File: config.mk
export PLATFORM = sky130hd
export DESIGN_NAME = r16_ntt_sched
export DESIGN_NICKNAME = d
export VERILOG_FILES = /design/src/rtl/r16_pkg.sv /design/src/rtl/r16_addr_gen.sv /design/src/rtl/r16_ntt_sched.sv
export SDC_FILE = /design/constraint.sdc
export NUM_CORES = 1
export LEC_CHECK = 0
export ABC_AREA = 1
export BUFFER_PORTS_ARGS = -buffer_cell sky130_fd_sc_hd__clkbuf_2
export CAP_MARGIN = 10
export CORE_MARGIN = 3
export CORE_UTILIZATION = 34
export DETAILED_ROUTE_END_ITERATION = 10
export GPL_ROUTABILITY_DRIVEN = 0
export GPL_TIMING_DRIVEN = 1
export PLACE_DENSITY = 0.57
export RECOVER_POWER = 25
export SETUP_SLACK_MARGIN = 0.1
export SLEW_MARGIN = 15
export SYNTH_ARGS = -nofsm -noshare
export SYNTH_HDL_FRONTEND = slang
export SYNTH_HIERARCHICAL = 1
export SYNTH_SLANG_ARGS = --single-unit
export TNS_END_PERCENT = 5
File: constraint.sdc
create_clock -name clk -period 7.62 [get_ports clk]
set_input_delay 0.762 -clock clk [delete_from_list [all_inputs] [get_ports clk]]
set_output_delay 0.762 -clock clk [all_outputs]
set_load 0.02 [all_outputs]
File: src/rtl/r16_pkg.sv
// Shared types, widths and the bank-mapping digit sum for the radix-16 NTT
// schedulers and address generator.
package r16_pkg;

    typedef enum logic [1:0] {
        IDLE  = 2'd0,
        RUN   = 2'd1,
        DRAIN = 2'd2,
        DONE  = 2'd3
    } r16_sched_state_e;

    localparam int R16_LANES   = 16;
    localparam int R16_BANK_W  = 4;
    localparam int R16_STAGE_W = 2;
    localparam int R16_DRAIN_W = 6;

    // Base-16 digit sum wraps mod 16, which is exactly the bank number.
    function automatic logic [3:0] r16_digit_sum(input logic [15:0] idx);
        r16_digit_sum = idx[3:0] + idx[7:4] + idx[11:8] + idx[15:12];
    endfunction

endpackage

File: src/rtl/r16_addr_gen.sv
// Combinational (stage, group) to per-lane bank/in-bank address and twiddle
// base for one radix-16 butterfly issue.
module r16_addr_gen
    import r16_pkg::*;
#(
    parameter int LOG_N = 12
) (
    input  logic [R16_STAGE_W-1:0]            stage,
    input  logic [LOG_N-5:0]                  group,
    output logic [R16_LANES*(LOG_N-4)-1:0]    ma,
    output logic [R16_LANES*R16_BANK_W-1:0]   bn,
    output logic [LOG_N-5:0]                  tw_base
);

    localparam int GW = LOG_N - 4;

    logic [4:0]       sh_s;
    logic [4:0]       tw_sh_s;
    logic [LOG_N-1:0] t_s;
    logic [LOG_N-1:0] g_ext_s;
    logic [LOG_N-1:0] lo_s;
    logic [LOG_N-1:0] hi_s;
    logic [LOG_N-1:0] idx_s;

    // T = 16^s is a power of two, so divide/modulo/multiply by T become shifts and masks.
    always_comb begin
        ma      = {(R16_LANES*GW){1'b0}};
        bn      = {(R16_LANES*R16_BANK_W){1'b0}};
        idx_s   = {LOG_N{1'b0}};
        sh_s    = {1'b0, stage, 2'b00};
        tw_sh_s = 5'(GW) - sh_s;
        t_s     = LOG_N'(1) << sh_s;
        g_ext_s = LOG_N'(group);
        lo_s    = g_ext_s & (t_s - LOG_N'(1));
        hi_s    = (g_ext_s >> sh_s) << (sh_s + 5'd4);
        tw_base = lo_s[GW-1:0] << tw_sh_s;
        for (int j = 0; j < R16_LANES; j++) begin
            idx_s = hi_s + lo_s + (LOG_N'(j) << sh_s);
            ma[j*GW +: GW]                 = idx_s[LOG_N-1:4];
            bn[j*R16_BANK_W +: R16_BANK_W] = r16_digit_sum(16'(idx_s));
        end
    end

endmodule

File: src/rtl/r16_ntt_sched.sv
// Stage/group scheduler for the radix-16 NTT datapath: issues conflict-free
// lane addresses per group and drains the butterfly pipeline between stages.
module r16_ntt_sched
    import r16_pkg::*;
#(
    parameter int LOG_N  = 12,
    parameter int BU_LAT = 8
) (
    input  logic                               clk,
    input  logic                               rst,
    input  logic                               start,
    input  logic                               stall,
    output logic                               busy,
    output logic                               issue_valid,
    output logic [R16_STAGE_W-1:0]             stage_idx,
    output logic [LOG_N-5:0]                   group_idx,
    output logic [R16_LANES*(LOG_N-4)-1:0]     ma_idx,
    output logic [R16_LANES*R16_BANK_W-1:0]    bn_idx,
    output logic [LOG_N-5:0]                   tw_base,
    output logic                               ntt_done
);

    localparam int GW = LOG_N - 4;
    localparam logic [GW-1:0]             G_LAST     = {GW{1'b1}};
    localparam logic [R16_STAGE_W-1:0]    S_LAST     = R16_STAGE_W'(LOG_N/4 - 1);
    localparam logic [R16_DRAIN_W-1:0]    DRAIN_LOAD = R16_DRAIN_W'(BU_LAT + 1);

    r16_sched_state_e              state_r, state_s;
    logic [R16_STAGE_W-1:0]        stage_r, stage_s;
    logic [GW-1:0]                 group_r, group_s;
    logic [R16_DRAIN_W-1:0]        drain_r, drain_s;
    logic                          issue_s;

    logic [R16_LANES*GW-1:0]          ma_s;
    logic [R16_LANES*R16_BANK_W-1:0]  bn_s;
    logic [GW-1:0]                    tw_s;

    logic                             busy_r;
    logic                             issue_valid_r;
    logic                             ntt_done_r;
    logic [R16_STAGE_W-1:0]           stage_idx_r;
    logic [GW-1:0]                    group_idx_r;
    logic [R16_LANES*GW-1:0]          ma_r;
    logic [R16_LANES*R16_BANK_W-1:0]  bn_r;
    logic [GW-1:0]                    tw_r;

    r16_addr_gen #(.LOG_N(LOG_N)) u_addr_gen (
        .stage   (stage_r),
        .group   (group_r),
        .ma      (ma_s),
        .bn      (bn_s),
        .tw_base (tw_s)
    );

    // Next-state, counter and issue-enable logic.
    always_comb begin
        state_s = state_r;
        stage_s = stage_r;
        group_s = group_r;
        drain_s = drain_r;
        issue_s = 1'b0;
        case (state_r)
            IDLE: begin
                if (start) begin
                    state_s = RUN;
                end else begin
                    state_s = IDLE;
                end
            end
            RUN: begin
                if (!stall) begin
                    issue_s = 1'b1;
                    if (group_r == G_LAST) begin
                        state_s = DRAIN;
                        group_s = {GW{1'b0}};
                        drain_s = DRAIN_LOAD;
                    end else begin
                        group_s = group_r + GW'(1);
                    end
                end else begin
                    state_s = RUN;
                end
            end
            DRAIN: begin
                // Leaving on the count of 1 gives exactly BU_LAT+1 cycles in DRAIN.
                if (drain_r == R16_DRAIN_W'(1)) begin
                    drain_s = {R16_DRAIN_W{1'b0}};
                    if (stage_r == S_LAST) begin
                        state_s = DONE;
                        stage_s = {R16_STAGE_W{1'b0}};
                    end else begin
                        state_s = RUN;
                        stage_s = stage_r + R16_STAGE_W'(1);
                    end
                end else begin
                    drain_s = drain_r - R16_DRAIN_W'(1);
                end
            end
            DONE: begin
                state_s = IDLE;
                stage_s = {R16_STAGE_W{1'b0}};
                group_s = {GW{1'b0}};
                drain_s = {R16_DRAIN_W{1'b0}};
            end
            default: begin
                state_s = IDLE;
                stage_s = {R16_STAGE_W{1'b0}};
                group_s = {GW{1'b0}};
                drain_s = {R16_DRAIN_W{1'b0}};
            end
        endcase
    end

    // FSM state and stage/group/drain counters.
    always_ff @(posedge clk or posedge rst) begin
        if (rst) begin
            state_r <= IDLE;
            stage_r <= {R16_STAGE_W{1'b0}};
            group_r <= {GW{1'b0}};
            drain_r <= {R16_DRAIN_W{1'b0}};
        end else begin
            state_r <= state_s;
            stage_r <= stage_s;
            group_r <= group_s;
            drain_r <= drain_s;
        end
    end

    // Registered outputs; issue fields hold their last value when not issuing.
    always_ff @(posedge clk or posedge rst) begin
        if (rst) begin
            busy_r        <= 1'b0;
            issue_valid_r <= 1'b0;
            ntt_done_r    <= 1'b0;
            stage_idx_r   <= {R16_STAGE_W{1'b0}};
            group_idx_r   <= {GW{1'b0}};
            ma_r          <= {(R16_LANES*GW){1'b0}};
            bn_r          <= {(R16_LANES*R16_BANK_W){1'b0}};
            tw_r          <= {GW{1'b0}};
        end else begin
            busy_r        <= (state_r != IDLE) || (state_s != IDLE);
            ntt_done_r    <= (state_r == DONE);
            issue_valid_r <= issue_s;
            if (issue_s) begin
                stage_idx_r <= stage_r;
                group_idx_r <= group_r;
                ma_r        <= ma_s;
                bn_r        <= bn_s;
                tw_r        <= tw_s;
            end else begin
                stage_idx_r <= stage_idx_r;
                group_idx_r <= group_idx_r;
                ma_r        <= ma_r;
                bn_r        <= bn_r;
                tw_r        <= tw_r;
            end
        end
    end

    assign busy        = busy_r;
    assign issue_valid = issue_valid_r;
    assign ntt_done    = ntt_done_r;
    assign stage_idx   = stage_idx_r;
    assign group_idx   = group_idx_r;
    assign ma_idx      = ma_r;
    assign bn_idx      = bn_r;
    assign tw_base     = tw_r;

endmodule

==> results of run 1 <==
[worst min-delay path by stage]
stage	slack, ns	end
global route	0.49	ma_idx[30]$_DFFE_PP0P_
global placement	0.45	ma_idx[92]$_DFFE_PP0P_
detailed placement	0.46	bn_idx[9]$_DFFE_PP0P_
finish	0.46	state_r[0]$_DFF_PP0_
floorplan	0.48	drain_r[1]$_DFFE_PP0P_
CTS	0.36	ma_idx[20]$_DFFE_PP0P_
[power by group]
| part | switching, uW | total, uW | leakage (uW) | internal [uW] |
|---|---|---|---|---|
| sequential | 2.73 | 1230 | 0.00317 | 1230 |
| combinational | 135 | 193 | 0.00739 | 57.6 |
| clock | 547 | 1410 | 0.000479 | 859 |
[layout make-up]
class / instances / area (sq um)
fillers: 4924 / 28200
clock inverters: 10 / 131
well taps: 607 / 759
clock buffers: 40 / 837
inverters: 268 / 1020
multi-input cells: 1561 / 9010
repair buffers: 243 / 1280
flip-flops and latches: 231 / 5780
[per-layer routing]
metal  global-route usage  up-vias  share of wire
met5                    0        -              0
met4               0.0843        0          0.043
met3               0.0436      168          0.075
met2                0.352      579           0.46
met1                0.278     6903           0.42
li1                     -     6845              -
[cell usage after synthesis (all sizes together)]
| library cell | count |
|---|---|
| o31ai | 2 |
| xor2 | 107 |
| nand2 | 992 |
| xnor3 | 1 |
| or2 | 5 |
| buf | 62 |
| a21oi | 28 |
| o22ai | 3 |
| o211ai | 3 |
| o21a | 1 |
| clkinv | 3 |
| ha | 47 |
| nand3 | 111 |
| xnor2 | 26 |
| o21bai | 2 |
| dfrtp | 231 |
| nand4 | 6 |
| o21ai | 61 |
| nor4 | 1 |
| a22o | 1 |
| nand3b | 10 |
| clkbuf | 5 |
| a21o | 1 |
| nor2 | 79 |
| fa | 68 |
| inv | 265 |
| a31oi | 5 |
| a21boi | 1 |
[kinds of logic (layout without fill, tap and decap cells)]
| kind of cell | Yosys count | in the layout | share of synthesized area |
|---|---|---|---|
| and+or+nand+nor | 1204 | 1204 | 0.318 |
| buffers and inverters | 335 | 561 | 0.0954 |
| DFF | 231 | 231 | 0.354 |
| xor gates and xnor gates | 134 | 134 | 0.0775 |
| adders and majority gates | 115 | 115 | 0.119 |
| AOI/OAI and AO/OA | 108 | 108 | 0.0366 |
[state kept, by name, summed over array words and instances (netlist names)]
| register | flops |
|---|---|
| stage_idx | 2 |
| drain_r | 6 |
| tw_base | 8 |
| stage_r | 2 |
| busy | 1 |
| ma_idx | 128 |
| issue_valid | 1 |
| bn_idx | 64 |
| group_idx | 8 |
| ntt_done | 1 |
| state_r | 2 |
| group_r | 8 |
[metrics by stage]
step,setup WS [ns],cells
after floorplan,0.525,2127
after detailed placement,0.515,2910
final,0.427,2960
after global placement,0.764,2910
after CTS,0.528,2960
after global routing,0.0234,2960
[critical path, delay by kind of cell, from the launching register on]
kind	cells	cell delay, ns
AO/OA/AOI/OAI	2	0.52
XOR/XNOR	3	0.52
adder cells (fa/ha/maj)	8	3.10
buffers and inverters	8	0.73
flip-flops	1	0.54
AND/OR/NAND/NOR	11	1.69
==> impl_results.md, run 1 <==
* Starting DRC count in detailed routing at 1305
* Drt drc at 0
* Overall power at 2830 uW
* Worst setup endpoint: bn_idx[63]$_DFFE_PP0P_
* Reg2Reg Launch Point: stage_r[1]$_DFFE_PP0P_
* Final core occ at 0.400
* Crit Path Max Fanout at 9
* Root Driver: clkbuf_16
* Final setup vio count at 0
* Remaining Overflow, GRT at 0
* Leakage at 0.0110 uW
* Register area share after synthesis at 0.354
* Req. time, crit path at 8.11 ns
* Distinct cells, synth at 50
* Pre-antenna DRT Iters at 8
* Failing checks: max-capacitance violations, max-slew violations
* Clk slew on worst S/H paths at 0.06 ns
* Area grow syn2layout at 15.1%
* Synth area leader: dfrtp_1
* Most frequent CP cell: inv_1
* DP HPWL at 41.9 mm
* DIE HEIGHT at 225 um
* CP Class: reg -> reg
* IO Port Bufs at 216
* Io pins at 217
* CTS Buf Count at 28
* Worst path max stage delay at 0.58 ns
* Reg-to-reg endpoint: bn_idx[63]$_DFFE_PP0P_
* Std cell rows at 79
* Worst VDD drop at 0.129 mV
* Number of gates resized after cts at 0
* Post-synth top area share at 0.354
* Antenna-violating nets left at 0
* P per Cell Area at 151 nW/um^2
* Clock Tree Buf Depth at 3
* Synthesized Nets at 2246
* Min-delay src: start
* Reg2Reg Setup Slack at 0.43 ns
* CP startpoint kind: register
* Syn Std Cell Area at 16300 sq um
* Hold Slack at 0.459 ns
* Synth top area cells: dfrtp_1 35%, nand2_1 20%, fa_1 8.3%
* Layout cells sized above 1 at 0.202
* Crit. End Element: register
* Clock tree sinks at 231
* Min cycle time layout at 7.19 ns
* Setup Skew at 0.0189 ns
* Max-Cap Viols at 2
* Period utilization at 0.944
* Post-Place Cell Area at 17900 sq um
* Worst Path Arrival at 7.69 ns
* Clk_lat worst skew at 0.57 ns
* Largest net degree at the start of global routing at 127
* Initial Util at 0.347
* Post-synthesis register bit count at 231
* Via count at 14500
* Final slew viol count at 234
* GRT Util Overall at 0.214
* Hold/Removal Path Class: in -> reg
* Core footprint at 47100 sq um
* Final instance area at 18800 sq um
* Vias/cell at 4.90
* Slowest cell on crit path: fa_1
* Hold depth at 3
* Die width at 225 um
* Die area at 50700 sq um
* First-pass GRT wire length at 84.2 mm
* Initial antenna violation count at 0
* YS warnings at 6
* Setup TNS at 0 ns
* WL/cell at 18.5 um
* Cts-stage hold buffer count at 0
* Tightest Pin Transition at 4.83 ns
* Post-Syn Area per Cell at 7.69 sq um
* Post-synthesis cell count at 2127
* Max H-tree Level at 1
* Final WL at 54.7 mm
* Slew HR at -2.24
* RSZ-0062 raised after global routing: true
* Max Clk Rate at 139 MHz
* Reg2Reg Depth at 32
* Critical Path Start: stage_r[1]$_DFFE_PP0P_
* Ant diodes at 0
* Vias in the first global route at 14500
* Run status: finished with violations
* Setup Fix Bufs, Post-CTS at 0
* TritonCTS clock tree: built
* Most common cell after layout, fill and taps aside: nand2_1
* Commonest cells after routing, fill and taps aside: 857 x nand2_1, 247 x inv_1, 230 x dfrtp_1, 217 x clkbuf_2, 129 x nand2_2
* Layout net count at 2452
* Final hold vios at 0
No activity file was read; power rests on OpenSTA's default activity.
==> inputs of run 2 (changes only) <==
- CORE_UTILIZATION: 34 -> 30
- PLACE_DENSITY: 0.57 -> 0.52
==> run 2 against run 1 <==
  * The run still ends with max-capacitance violations, max-slew violations left
  * Routed wire length up 4.3%
  * Sequential power about the same
  * Global-route usage fell by 1.7 points
  * Clock skew is 0.0087 ns lower
  * Sequential cell count stayed put
  * Sequential share of layout area is 0.084 points higher
  * Final cell count increased by 2.6%
  * Worst setup slack improved by 0.020 ns
  * Design area fell by 0.27%
  * Non-clock buffer count is the same
  * Die area grew 13%
==> impl_results.md, run 2 (synthesis results as in run 1) <==
* Area grow syn2layout at 14.8%
* Clock Tree Buf Depth at 3
* Max-Cap Viols at 1
* Post-Place Cell Area at 17900 sq um
* Largest net degree at the start of global routing at 129
* Reg2Reg Setup Slack at 0.45 ns
* Ant diodes at 0
* Fill count at 5753
* Max H-tree Level at 1
* Run status: finished with violations
* Crit Path Max Fanout at 9
* Reg2Reg Launch Point: stage_r[1]$_DFFE_PP0P_
* Clock tree sinks at 231
* Clk slew on worst S/H paths at 0.07 ns
* Worst Path Arrival at 7.66 ns
* Setup WS pre-CTS at 0.226 ns
* Die width at 239 um
* GR peak layer: met2
* Clk_lat worst skew at 0.55 ns
* Die area at 57300 sq um
* Min cycle time layout at 7.17 ns
* TritonCTS clock tree: built
* CP Class: reg -> reg
* Starting DRC count in detailed routing at 1148
* Hold Slack at 0.460 ns
* Slowest cell on crit path: fa_2
* DIE HEIGHT at 239 um
* Final hold vios at 0
* WL/cell at 18.8 um
* Final WS setup at 0.447 ns
* Worst path max stage delay at 0.67 ns
* GRT Util Overall at 0.197
* Pre-antenna DRT Iters at 6
* CP startpoint kind: register
* Final instance area at 18800 sq um
* Placed cells at 2988
* Critical Path Start: stage_r[1]$_DFFE_PP0P_
* Via count at 14600
* Met1 usage in global routing at 0.257
* Setup Skew at 0.0102 ns
* Slew HR at -1.89
* Hold/Removal Path Class: in -> reg
* Final setup vio count at 0
* Crit. End Element: register
* Max Clk Rate at 139 MHz
* P per Cell Area at 146 nW/um^2
* CTS Buf Count at 27
* Met3 GRT Util at 0.0268
* First-pass GRT wire length at 87.1 mm
* Max FFs per register at 128
* Vias in the first global route at 14500
* Buffers plus inverters on the worst setup path at 8
* Req. time, crit path at 8.11 ns
* Layout cells sized above 1 at 0.174
* Commonest cells after routing, fill and taps aside: 857 x nand2_1, 247 x inv_1, 230 x dfrtp_1, 153 x clkbuf_2, 129 x nand2_2
* Met2 Use GR at 0.332
* Antenna-violating nets left at 0
* Drt drc at 0
* Initial Util at 0.307
* Final WL at 57.1 mm
* Io pins at 217
* DP HPWL at 44.2 mm
* Layout net count at 2451
* Failing checks: max-capacitance violations, max-slew violations
* Reg2Reg Depth at 32
* Worst VDD drop at 0.118 mV
* Setup TNS at 0 ns
* Worst setup endpoint: bn_idx[63]$_DFFE_PP0P_
* Leakage at 0.0108 uW
* Final slew viol count at 98
* Most common cell after layout, fill and taps aside: nand2_1
* Tightest Pin Transition at 4.32 ns
* Vias/cell at 4.79
* Initial antenna violation count at 0
* Reg-to-reg endpoint: bn_idx[63]$_DFFE_PP0P_
* Period utilization at 0.941
* IO Port Bufs at 216
* Non-Filler Instances at 3038
* Std cell rows at 84
* Root Driver: clkbuf_16
* Core footprint at 53200 sq um
* Crit. path cell count at 32
* Crit-path leading delay family: adder cells
* Remaining Overflow, GRT at 0
* RSZ-0062 raised after global routing: true
==> run 2: how the worst min path moves through the flow <==
stage	start	end	slack, ns	cells after the start
global route	start	busy$_DFF_PP0_	0.48	3
floorplan	drain_r[1]$_DFFE_PP0P_	drain_r[1]$_DFFE_PP0P_	0.48	2
CTS	rst	bn_idx[55]$_DFFE_PP0P_	0.34	2
detailed placement	bn_idx[58]$_DFFE_PP0P_	bn_idx[58]$_DFFE_PP0P_	0.46	2
global placement	ma_idx[103]$_DFFE_PP0P_	ma_idx[103]$_DFFE_PP0P_	0.46	2
finish	start	state_r[0]$_DFF_PP0_	0.46	3
==> run 2: timing repair <==
action | 4_1_cts | 5_1_grt
buffers inserted | 0 | 3
gates resized for setup | 0 | 7
hold buffers | 0 | 0
endpoints found under the setup margin | 0 | 7
==> run 2: layout make-up <==
| class | instances | area [sq um] | area share |
|---|---|---|---|
| Inverter | 268 | 1020 | 0.0544 |
| Timing Repair Buffer | 243 | 1200 | 0.0642 |
| Clock buffer | 40 | 785 | 0.0418 |
| Tap cell | 688 | 861 | 0.0459 |
| Multi-Input combinational cell | 1561 | 9020 | 0.481 |
| Clock inverter | 7 | 95.1 | 0.00507 |
| Sequential cell | 231 | 5780 | 0.308 |
==> run 2: stage by stage <==
step	util	power, uW
4_1_cts	0.354	2790
2_1_floorplan	-	1390
6_report	0.353	2730
3_3_place_gp	0.337	1450
5_1_grt	0.353	2850
3_5_place_dp	0.337	1450
==> run 2: layer usage <==
layer	vias to the layer above	wire length, um
met2	578	27100
met4	0	2430
li1	6837	-
met3	148	3620
met1	6996	23900
met5	-	0
==> run 2: worst reg2reg max path, delay by kind of cell (launching register included) <==
kind	cells	cell delay, ns
and+or+nand+nor	11	1.57
AOI/OAI and AO/OA	2	0.58
xor gates and xnor gates	3	0.58
DFF	1	0.54
buffers and inverters	8	0.81
adders and majority gates	8	3.02
==> run 2: where the power goes <==
part           internal (uW)  switching [uW]
combinational           58.4             138
sequential              1230            2.83
clock                    775             528
==> inputs of run 3 (changes only) <==
- ABC_CLOCK_PERIOD_IN_PS: unset -> 7620
- CELL_PAD_IN_SITES_DETAIL_PLACEMENT: unset -> 0
- CELL_PAD_IN_SITES_GLOBAL_PLACEMENT: unset -> 1
- PLACE_DENSITY: 0.52 -> 0.65
==> run 3 against run 2 <==
  * Sequential share of layout area fell by 0.21 points
  * Critical path type unchanged
  * Sequential cell count stayed put
  * Critical endpoint is now bn_idx[55]$_DFFE_PP0P_
  * The run still ends with max-capacitance violations, max-slew violations left
  * Largest cell class unchanged
  * Global-route usage up 0.15 points
  * Final cell count rose by 0.33%
==> impl_results.md, run 3 (synthesis results as in run 1) <==
* Die width at 239 um
* DIE HEIGHT at 239 um
* Io pins at 217
* Std cell rows at 84
* Starting DRC count in detailed routing at 1037
* Most frequent CP cell: nand2_1
* Fill count at 5743
* Clk slew on worst S/H paths at 0.06 ns
* Via count at 14300
* Worst VDD drop at 0.135 mV
* Failing checks: max-capacitance violations, max-slew violations
* Remaining Overflow, GRT at 0
* Slew HR at -2.65
* Cts-stage hold buffer count at 0
* Layout net count at 2460
* Multi-input logic area at 9020 sq um
* CTS Buf Count at 28
* Overall power at 2680 uW
* Req. time, crit path at 8.12 ns
* Pre-antenna DRT Iters at 8
* Clock Tree Buf Depth at 3
* Leakage at 0.0110 uW
* GRT Util Overall at 0.198
* Final instance area at 18900 sq um
* Setup TNS at 0 ns
* Slowest cell on crit path: dfrtp_1
* IO Port Bufs at 216
* First-pass GRT wire length at 87.4 mm
* Root Driver: clkbuf_16
* Reg area at 5780 sq um
* Max-Cap Viols at 1
* Crit Path Max Fanout at 9
* DP HPWL at 44.5 mm
* Final core occ at 0.355
* Initial Util at 0.307
* Setup Skew at 0.0114 ns
* Hold/Removal Path Class: in -> reg
* Placed cells at 2995
* TritonCTS clock tree: built
* Largest net degree at the start of global routing at 117
* Worst Path Arrival at 7.54 ns
* Worst path max stage delay at 0.54 ns
* Non-Filler Instances at 3048
* Max H-tree Level at 1
* RSZ-0062 raised after global routing: false
* Period utilization at 0.924
* WL/cell at 18.9 um
* Final WL at 57.6 mm
* Post-Place Cell Area at 18000 sq um
* Min cycle time layout at 7.04 ns
* Layout cells sized above 1 at 0.203
* Final setup vio count at 0
* Core footprint at 53200 sq um
* Vias in the first global route at 14300
* CP Class: reg -> reg
* Antenna-violating nets left at 0
* Drt drc at 0
* Most common cell after layout, fill and taps aside: nand2_1
* Final slew viol count at 117
* Ant diodes at 0
* Max Clk Rate at 142 MHz
* Area grow syn2layout at 15.6%
* Run status: finished with violations
* Crit. End Element: register
* Commonest cells after routing, fill and taps aside: 857 x nand2_1, 248 x inv_1, 230 x dfrtp_1, 215 x clkbuf_2, 129 x nand2_2
* Clock tree sinks at 231
* P per Cell Area at 142 nW/um^2
* Initial antenna violation count at 0
* CP startpoint kind: register
* Final hold vios at 0
* Die area at 57300 sq um
* Vias/cell at 4.69
* Tightest Pin Transition at 5.47 ns
* Max FFs per register at 128
* Clk_lat worst skew at 0.57 ns
[run 3: routing by layer]
metal | GRT usage | share of wire
met4 | 0.0691 | 0.037
met1 | 0.258 | 0.43
met5 | 0 | 0
met2 | 0.342 | 0.48
met3 | 0.0231 | 0.051
[run 3: critical path: cells and delay by family (launching register included)]
kind | cells | cell delay, ns
XOR/XNOR | 4 | 0.68
flip-flops | 1 | 0.54
AND/OR/NAND/NOR | 16 | 1.97
AO/OA/AOI/OAI | 2 | 0.69
buffers and inverters | 7 | 0.65
adder cells (fa/ha/maj) | 6 | 2.44
[run 3: what timing repair did]
item | CTS | global route
endpoints found under the setup margin | 0 | 6
hold endpoints to repair | 0 | 0
setup buffers | 0 | 3
resized for setup | 0 | 10
[run 3: final cells by class]
class | instances | area share
Multi-Input combinational cell | 1561 | 0.477
Timing Repair Buffer | 251 | 0.0728
Clock inverter | 9 | 0.00331
Sequential cell | 231 | 0.306
Clock buffer | 40 | 0.0410
Tap cell | 688 | 0.0456
Inverter | 268 | 0.0540
[run 3: worst paths after layout]
path                                    startpoint                      end  slack, ns  cells after the start
setup / recovery            stage_r[1]$_DFFE_PP0P_   bn_idx[55]$_DFFE_PP0P_       0.58                     35
hold / removal                               start     state_r[0]$_DFF_PP0_       0.44                      3
setup reg to reg            stage_r[1]$_DFFE_PP0P_   bn_idx[55]$_DFFE_PP0P_       0.58                     35
hold reg to reg            ma_idx[104]$_DFFE_PP0P_  ma_idx[104]$_DFFE_PP0P_       0.47                      2
max in group asynchronous                      rst   ma_idx[58]$_DFFE_PP0P_       3.30                      2
min in group asynchronous                      rst   bn_idx[12]$_DFFE_PP0P_       1.78                      2
[run 3: stage by stage]
step	hold slack, ns	setup slack [ns]
2_1_floorplan	0.475	0.525
3_3_place_gp	0.455	0.250
3_5_place_dp	0.458	0.228
4_1_cts	0.369	0.193
5_1_grt	0.438	0.0926
6_report	0.444	0.579
[run 3: where the power goes]
group	leakage [uW]	total, uW	internal, uW	switching, uW
combinational	0.00742	196	59.1	137
clock	0.000412	1250	705	545
sequential	0.00317	1230	1230	2.91
total	0.0110	2680	2000	685
